<file path="src/rtl/game_ctrl_fsm.sv">
// game_ctrl_fsm: whack-a-button round controller placed upstream of the servo
// countdown timer. Conditions the five raw buttons (2-flop sync + debounce +
// rising-edge pulse), picks targets with an 8-bit LFSR, runs the round FSM and
// drives timer_run / win / lose indication.
// Optional build macro: GAME_CTRL_PENALTY_EN -- a wrong press in PLAY takes one
// point off the score (saturating at 0); without it wrong presses are ignored.
module game_ctrl_fsm #(
    parameter int         DEBOUNCE_CYCLES = 500000,
    parameter int         WIN_SCORE       = 10,
    parameter int         RESULT_HOLD     = 150000000,
    parameter logic [7:0] LFSR_SEED       = 8'hA5
) (
    input  logic       clk,
    input  logic       rst_n,
    input  logic       btn_start,
    input  logic [3:0] btn,
    input  logic       time_up,
    output logic       timer_run,
    output logic [3:0] target_led,
    output logic [3:0] score,
    output logic       win_led,
    output logic       lose_led,
    output logic [2:0] state_o
);

    typedef enum logic [2:0] {
        ST_IDLE = 3'd0,
        ST_LOAD = 3'd1,
        ST_PLAY = 3'd2,
        ST_WIN  = 3'd3,
        ST_LOSE = 3'd4
    } state_t;

    localparam int             DBW        = $clog2(DEBOUNCE_CYCLES + 1);
    localparam int             HLW        = $clog2(RESULT_HOLD + 1);
    localparam logic [DBW-1:0] DB_LAST    = DBW'(DEBOUNCE_CYCLES - 1);
    localparam logic [HLW-1:0] HOLD_LAST  = HLW'(RESULT_HOLD - 1);
    localparam logic [3:0]     SCORE_LAST = 4'(WIN_SCORE - 1);
    localparam logic [3:0]     SCORE_WIN  = 4'(WIN_SCORE);

    // Next value of the Fibonacci LFSR, polynomial x^8+x^6+x^5+x^4+1.
    function automatic logic [7:0] lfsr_next(input logic [7:0] v);
        return {v[6:0], v[7] ^ v[5] ^ v[4] ^ v[3]};
    endfunction

    // Bit 4 is the start button, bits 3:0 the game buttons.
    logic [4:0]     raw_s;
    logic [4:0]     sync1_r;
    logic [4:0]     sync2_r;
    logic [4:0]     deb_r;
    logic [4:0]     deb_d_r;
    logic [4:0]     pulse_r;
    logic [DBW-1:0] db_cnt_r [5];

    logic [7:0]     lfsr_r;
    logic [3:0]     cand_s;
    logic [3:0]     new_target_s;
    logic [3:0]     game_pulse_s;
    logic           start_pulse_s;

    state_t         state_r;
    logic           timer_run_r;
    logic [3:0]     target_led_r;
    logic [3:0]     score_r;
    logic           win_led_r;
    logic           lose_led_r;
    logic [HLW-1:0] hold_cnt_r;

    assign raw_s         = {btn_start, btn};
    assign game_pulse_s  = pulse_r[3:0];
    assign start_pulse_s = pulse_r[4];

    // Synchronize, debounce and edge-detect all five buttons; a level is
    // accepted only after it has differed from the debounced value for
    // DEBOUNCE_CYCLES consecutive cycles, and only presses make a pulse.
    always_ff @(posedge clk or negedge rst_n) begin
        if (!rst_n) begin
            sync1_r <= 5'b0;
            sync2_r <= 5'b0;
            deb_r   <= 5'b0;
            deb_d_r <= 5'b0;
            pulse_r <= 5'b0;
            for (int i = 0; i < 5; i++) begin
                db_cnt_r[i] <= DBW'(0);
            end
        end else begin
            sync1_r <= raw_s;
            sync2_r <= sync1_r;
            deb_d_r <= deb_r;
            pulse_r <= deb_r & ~deb_d_r;
            for (int i = 0; i < 5; i++) begin
                if (sync2_r[i] != deb_r[i]) begin
                    if (db_cnt_r[i] == DB_LAST) begin
                        deb_r[i]    <= sync2_r[i];
                        db_cnt_r[i] <= DBW'(0);
                    end else begin
                        db_cnt_r[i] <= db_cnt_r[i] + DBW'(1);
                    end
                end else begin
                    db_cnt_r[i] <= DBW'(0);
                end
            end
        end
    end

    // Free-running target LFSR, advancing every clock out of reset.
    always_ff @(posedge clk or negedge rst_n) begin
        if (!rst_n) begin
            lfsr_r <= LFSR_SEED;
        end else begin
            lfsr_r <= lfsr_next(lfsr_r);
        end
    end

    // Candidate target from the LFSR, rotated so it never repeats the lit one.
    always_comb begin
        cand_s = 4'b0001 << lfsr_r[1:0];
        if (cand_s == target_led_r) begin
            new_target_s = {cand_s[2:0], cand_s[3]};
        end else begin
            new_target_s = cand_s;
        end
    end

    // Round FSM with registered outputs; time_up is only looked at in PLAY.
    always_ff @(posedge clk or negedge rst_n) begin
        if (!rst_n) begin
            state_r      <= ST_IDLE;
            timer_run_r  <= 1'b0;
            target_led_r <= 4'b0;
            score_r      <= 4'b0;
            win_led_r    <= 1'b0;
            lose_led_r   <= 1'b0;
            hold_cnt_r   <= HLW'(0);
        end else begin
            case (state_r)
                ST_IDLE: begin
                    timer_run_r  <= 1'b0;
                    target_led_r <= 4'b0;
                    win_led_r    <= 1'b0;
                    lose_led_r   <= 1'b0;
                    hold_cnt_r   <= HLW'(0);
                    if (start_pulse_s) begin
                        state_r <= ST_LOAD;
                    end else begin
                        state_r <= ST_IDLE;
                    end
                end
                ST_LOAD: begin
                    score_r      <= 4'b0;
                    target_led_r <= new_target_s;
                    timer_run_r  <= 1'b1;
                    state_r      <= ST_PLAY;
                end
                ST_PLAY: begin
                    if (time_up) begin
                        state_r      <= ST_LOSE;
                        timer_run_r  <= 1'b0;
                        target_led_r <= 4'b0;
                        lose_led_r   <= 1'b1;
                        hold_cnt_r   <= HLW'(0);
                    end else if ((game_pulse_s != 4'b0) && (game_pulse_s == target_led_r)) begin
                        if (score_r == SCORE_LAST) begin
                            score_r      <= SCORE_WIN;
                            state_r      <= ST_WIN;
                            timer_run_r  <= 1'b0;
                            target_led_r <= 4'b0;
                            win_led_r    <= 1'b1;
                            hold_cnt_r   <= HLW'(0);
                        end else begin
                            score_r      <= score_r + 4'd1;
                            target_led_r <= new_target_s;
                        end
                    end else if (game_pulse_s != 4'b0) begin
`ifdef GAME_CTRL_PENALTY_EN
                        if (score_r != 4'd0) begin
                            score_r <= score_r - 4'd1;
                        end else begin
                            score_r <= 4'd0;
                        end
`else
                        score_r <= score_r;
`endif
                    end else begin
                        state_r <= ST_PLAY;
                    end
                end
                ST_WIN, ST_LOSE: begin
                    timer_run_r  <= 1'b0;
                    target_led_r <= 4'b0;
                    if (hold_cnt_r == HOLD_LAST) begin
                        state_r    <= ST_IDLE;
                        win_led_r  <= 1'b0;
                        lose_led_r <= 1'b0;
                        hold_cnt_r <= HLW'(0);
                    end else begin
                        hold_cnt_r <= hold_cnt_r + HLW'(1);
                    end
                end
                default: begin
                    state_r      <= ST_IDLE;
                    timer_run_r  <= 1'b0;
                    target_led_r <= 4'b0;
                    win_led_r    <= 1'b0;
                    lose_led_r   <= 1'b0;
                    hold_cnt_r   <= HLW'(0);
                end
            endcase
        end
    end

    assign timer_run  = timer_run_r;
    assign target_led = target_led_r;
    assign score      = score_r;
    assign win_led    = win_led_r;
    assign lose_led   = lose_led_r;
    assign state_o    = state_r;

endmodule

</file>
<file path="config.mk">
export PLATFORM = sky130hd
export DESIGN_NAME = game_ctrl_fsm
export DESIGN_NICKNAME = d
export VERILOG_FILES = /design/src/rtl/game_ctrl_fsm.sv
export SDC_FILE = /design/constraint.sdc
export NUM_CORES = 1
export LEC_CHECK = 0
export CORE_MARGIN = 3
export CORE_UTILIZATION = 45
export DETAILED_ROUTE_END_ITERATION = 8
export PLACE_DENSITY = 0.58
export RECOVER_POWER = 25
export SYNTH_ARGS = -nofsm -noshare
export SYNTH_HDL_FRONTEND = slang
export SYNTH_SLANG_ARGS = --single-unit
</file>
<file path="constraint.sdc">
create_clock -name clk -period 4.65 [get_ports clk]
set_clock_uncertainty 0.05 [all_clocks]
set_input_delay 0.6975 -clock clk [delete_from_list [all_inputs] [get_ports clk]]
set_output_delay 0.6975 -clock clk [all_outputs]
set_load 0.01 [all_outputs]
</file>
======== Word level (Yosys, flattened, before mapping) ========
Cells that the tools add are included.
word-level totals
  register bits ........................... 170
  input bits .............................. 8
  output and inout port bits .............. 14
  word-level logic and storage cells ...... 121
operators by class
  add/sub/neg operators ................... 7
  eq/ne operators ......................... 27
  shift-type cells ........................ 1
  multiplexer cells ....................... 42
  bitwise logic cells ..................... 6
  reductions and logical operators ........ 16
operator list
  operator                                              count
  two-way mux 19 bit                                    10
  two-way mux 28 bit                                    4
  adder 19 x 1 -> 19 bit (second input constant)        5
  equality test 19 bit (second input constant)          5
  one-hot mux 28 bit (3 select lines)                   1
  adder 28 x 1 -> 28 bit (second input constant)        1
  equality test 28 bit (second input constant)          1
  two-way mux 4 bit                                     7
  one-hot mux 4 bit (2 select lines)                    2
  two-way mux 3 bit                                     5
  one-hot mux 3 bit (4 select lines)                    1
  AND reduction 2 bit                                   6
  AND reduction 3 bit                                   4
  inequality test 2 bit (second input constant)         5
  two-way mux 1 bit                                     9
  equality test 4 bit                                   2
  inequality test 4 bit (second input constant)         2
  equality test 3 x 2 -> 1 bit (second input constant)  2
  inequality test 3 bit (second input constant)         2
  one-hot mux 1 bit (3 select lines)                    2
  AND 5 bit                                             1
  inequality test 1 bit                                 5
  NOT 5 bit                                             1
  AND reduction 5 bit                                   1
  other kinds (13)                                      15

======== Logic depth before layout (Yosys ltp) ========
  depth in word-level cells ............... 7
  depth in mapped cells ................... 9
  gate-level depth less buffers ........... 7

======== Worst setup path after synthesis ========
Ideal clock, no wire load.
  path kind ............................... reg2reg
  start point ............................. register hold_cnt_r[7]
  end point ............................... register state_r[2] (netlist: state_o[2])
  setup time .............................. 0.121 ns
  data arrival time ....................... 1.842 ns
  required time ........................... 4.479 ns
  setup slack ............................. 2.637 ns
  stages on the path, launching flop included .. 6
  path buffers ............................ 1
  period minus slack after synthesis ...... 2.013 ns
  cells stage by stage .................... dfrtp_1 -> or4b_1 -> nor4_4 -> a21oi_4 -> buf_6 -> a22o_1
on the way
  word-level cells in the longest chain between the ends .. 3
ends and longest elaborated chain
  element                                 line  source
  start, declared                         67    logic [HLW-1:0] hold_cnt_r;
  start signal, assigned                  197   hold_cnt_r <= hold_cnt_r + HLW'(1);
  equality test 28 bit                    191   if (hold_cnt_r == HOLD_LAST) begin
  inequality test 2 bit (no source line)  n/a
  AND reduction 3 bit (no source line)    n/a
  end signal, assigned                    185   state_r <= ST_PLAY;
  end signal, assigned                    192   state_r <= ST_IDLE;
  end signal, assigned                    201   state_r <= ST_IDLE;
  end, declared                           61    state_t state_r;
No other way between the ends.
A chain may end at the register's enable or synchronous reset.

==> results.toml <==
[yosys]
synth_top_family_by_area = "simple AND/OR/NAND/NOR gates"
dominantRegCellSynth = "dfrtp_1"
synth_edf_count = 0
avgSynthCellArea_um2 = 10.1
ys_types = 65
ys_seq_area_share_pct = 52.6
synth-seq-cells = 170
yosys.area_share.adder_pct = 1.24
synthSimpleGateAreaFrac_pct = 24.8
synthCells = 800
syn_nets = 816
ys_warn_count = 0
synth-compound-area-share_pct = 6.98
synth.mux.area_fraction_pct = 1.07
synth_xor_area_share_pct = 10.6
netlist_area_mm2 = 0.00810
synthArstFlopShare_pct = 100

[run_status]
status = "complete, but fails checks"
violations = "capacitance limit, slew limit"

[clocking]
clk_pin_slew_ns = 0.06
cts_root_buffer = "clkbuf_16"
clockBufferDepth = 2
htreeDepth = 4
cts_setup_buffers = 0
postCtsHoldBufs = 0
cts-buffers-inserted = 17
ctsResizeCount = 0
clk_latency_ns = 0.43
tritoncts = "yes"
cts_sinks = 170

[setup_path]
slowest_delay_ns = 1.74
cp-startpoint = "rst_n"
crit_path_max_fanout = 101
cp.arrival_ns = 2.60
reg2reg_from = "state_o[2]"
start_kind = "input port"
path_class = "in2async"
crit_required_ns = 4.58
critPathBufInv = 1
crit_chain = "clkbuf_2"
end_kind = "async pin"
cp_slowest_cell = "clkbuf_2"
cpLargestDelayFamily = "buffers and inverters"

[layout]
fin_util_pct = 52.1
drive_above_1_share_pct = 8.06
seq_area_mm2 = 0.00426
n_fill_cell = 1583
multi_input_comb_area_mm2 = 0.00363
most-common-layout-cells = "dfrtp_1, nor2_1, xnor2_1"
n_antenna_cell = 0
area_growth_pct = 12.4
stdcell_area_mm2 = 0.00910
finalNetCount = 835
layout_commonest_cell = "dfrtp_1"

[timing]
setup_slack_ns = 1.98
slew_viol_final = 101
max_clock_freq_ghz = 0.374
rsz0062_at_grt = "false"
period_share_pct = 57.5
fin_crit_ns = 2.67
relSlewSlack_pct = -73.9
setup_tns_ns = 0
worst_slew_pin_slew_ns = 2.61
hold_viol_final = 0
setup_viol_count_final = 0

[floorplanning]
start_util_pct = 46.4
die_w_um = 140
rows = 48
dieArea_mm2 = 0.0196
ios = 22
core_region_area_mm2 = 0.0175
dieHeight_um = 140

[worst_hold_path]
hold_class = "reg2reg"
hp-start = "sync1_r[1]"

[route]
via_per_inst = 5.40
via_count = 5705
drtAntennaViolNets = 0
drc = 0
drt_iter0_drc = 403
wl_per_cell_um = 14.6
drt_first_pass_iters = 4
wirelength_um = 15400

[pwr]
finalPower_mw = 3.38
power_density_mw_per_mm2 = 371
p_leak_nw = 3.73
irDropWorstVdd_v = 0.000271

[global_route]
grt_max_degree = 102
antenna_found_initial = 0
grt_pass1_wl_um = 27100
grt_pass1_vias = 5669
grt_usage_pct = 16.6
grt_overflow_total = 0

[place]
place_congestion = 0.806
hpwl_um = 10300
io_buffers = 21
pre_cts_slack_ns = 1.55
placed_cell_area_mm2 = 0.00850

[run]
max-cap-violations = 1
## Yosys cell counts, types with 5 or more instances
library cell  number  area share, %
ha_1               8            1.2
a21oi_1           25            1.5
o31ai_1           13            1.2
o21ai_0           14           0.86
or4_1             12            1.1
xor2_1            41            4.4
nand4_1           30            2.3
xnor2_1           57            6.2
buf_2             11           0.68
nand3_1           49            3.0
nor2b_1            8           0.62
nor2_1           140            6.5
nor4_1             9           0.69
nand2_1           46            2.1
or2_2              6           0.46
and3_1            10           0.77
nor3b_1            9           0.83
a31oi_1            5           0.39
nor3_1            18            1.1
inv_1             25            1.2
or3_1              5           0.39
dfrtp_1          166             51
mux2_2             5           0.69
and4_1            10            1.1
## metal layers
layer / vias to the layer above / wire, um / global-route usage, %
met5: - / 0 / 0
met4: 0 / 198 / 6.27
met3: 12 / 429 / 3.55
met2: 64 / 7310 / 25.9
met1: 2809 / 7510 / 22.8
li1: 2820 / - / -
## flip-flops by register name (all words and copies together) (netlist names)
signal	count
db_cnt_r	95
timer_run	1
lose_led	1
hold_cnt_r	28
lfsr_r	8
deb_r	5
pulse_r	5
sync2_r	5
state_o	3
deb_d_r	5
score	4
target_led	4
sync1_r	5
win_led	1
## area by class of cell
type,instances,share of cell area (%)
sequential,170,46.8
multi-input combinational,583,39.9
clock buffer,22,5.43
tap,225,3.09
timing repair buffer,22,2.47
clock inverter,9,1.25
inverter,25,1.03
## power by group
group	internal (mW)	switching (mW)	total, mW
logic	0.123	0.248	0.371
clock network	0.860	0.580	1.44
registers	1.52	0.0505	1.57
## metrics by stage
stage	hold slack (ns)	instances
after global placement	0.286	1025
after detailed placement	0.286	1025
after CTS	0.301	1056
after global routing	0.323	1056
final	0.300	1056
after floorplan	0.281	800
## worst paths after layout
path                             endpoint  slack, ns  depth (start not counted)
min in group asynchronous  hold_cnt_r[25]       0.96                          1
max in group clk           hold_cnt_r[16]       2.00                          6
setup reg to reg           hold_cnt_r[16]       2.06                          5
hold reg to reg                sync2_r[1]       0.30                          0
setup / recovery              db_cnt_r[4]       1.98                          1
hold / removal                 sync2_r[1]       0.30                          0
## cell families (layout without fill, tap and decap cells)
family / Yosys count / count (layout)
AOI/OAI and AO/OA: 84 / 84
and+or+nand+nor: 385 / 385
xor gates and xnor gates: 98 / 98
DFF: 170 / 170
buffers and inverters: 47 / 78
adders and majority gates: 8 / 8
muxes: 8 / 8
(Power assumes the default switching activity.)
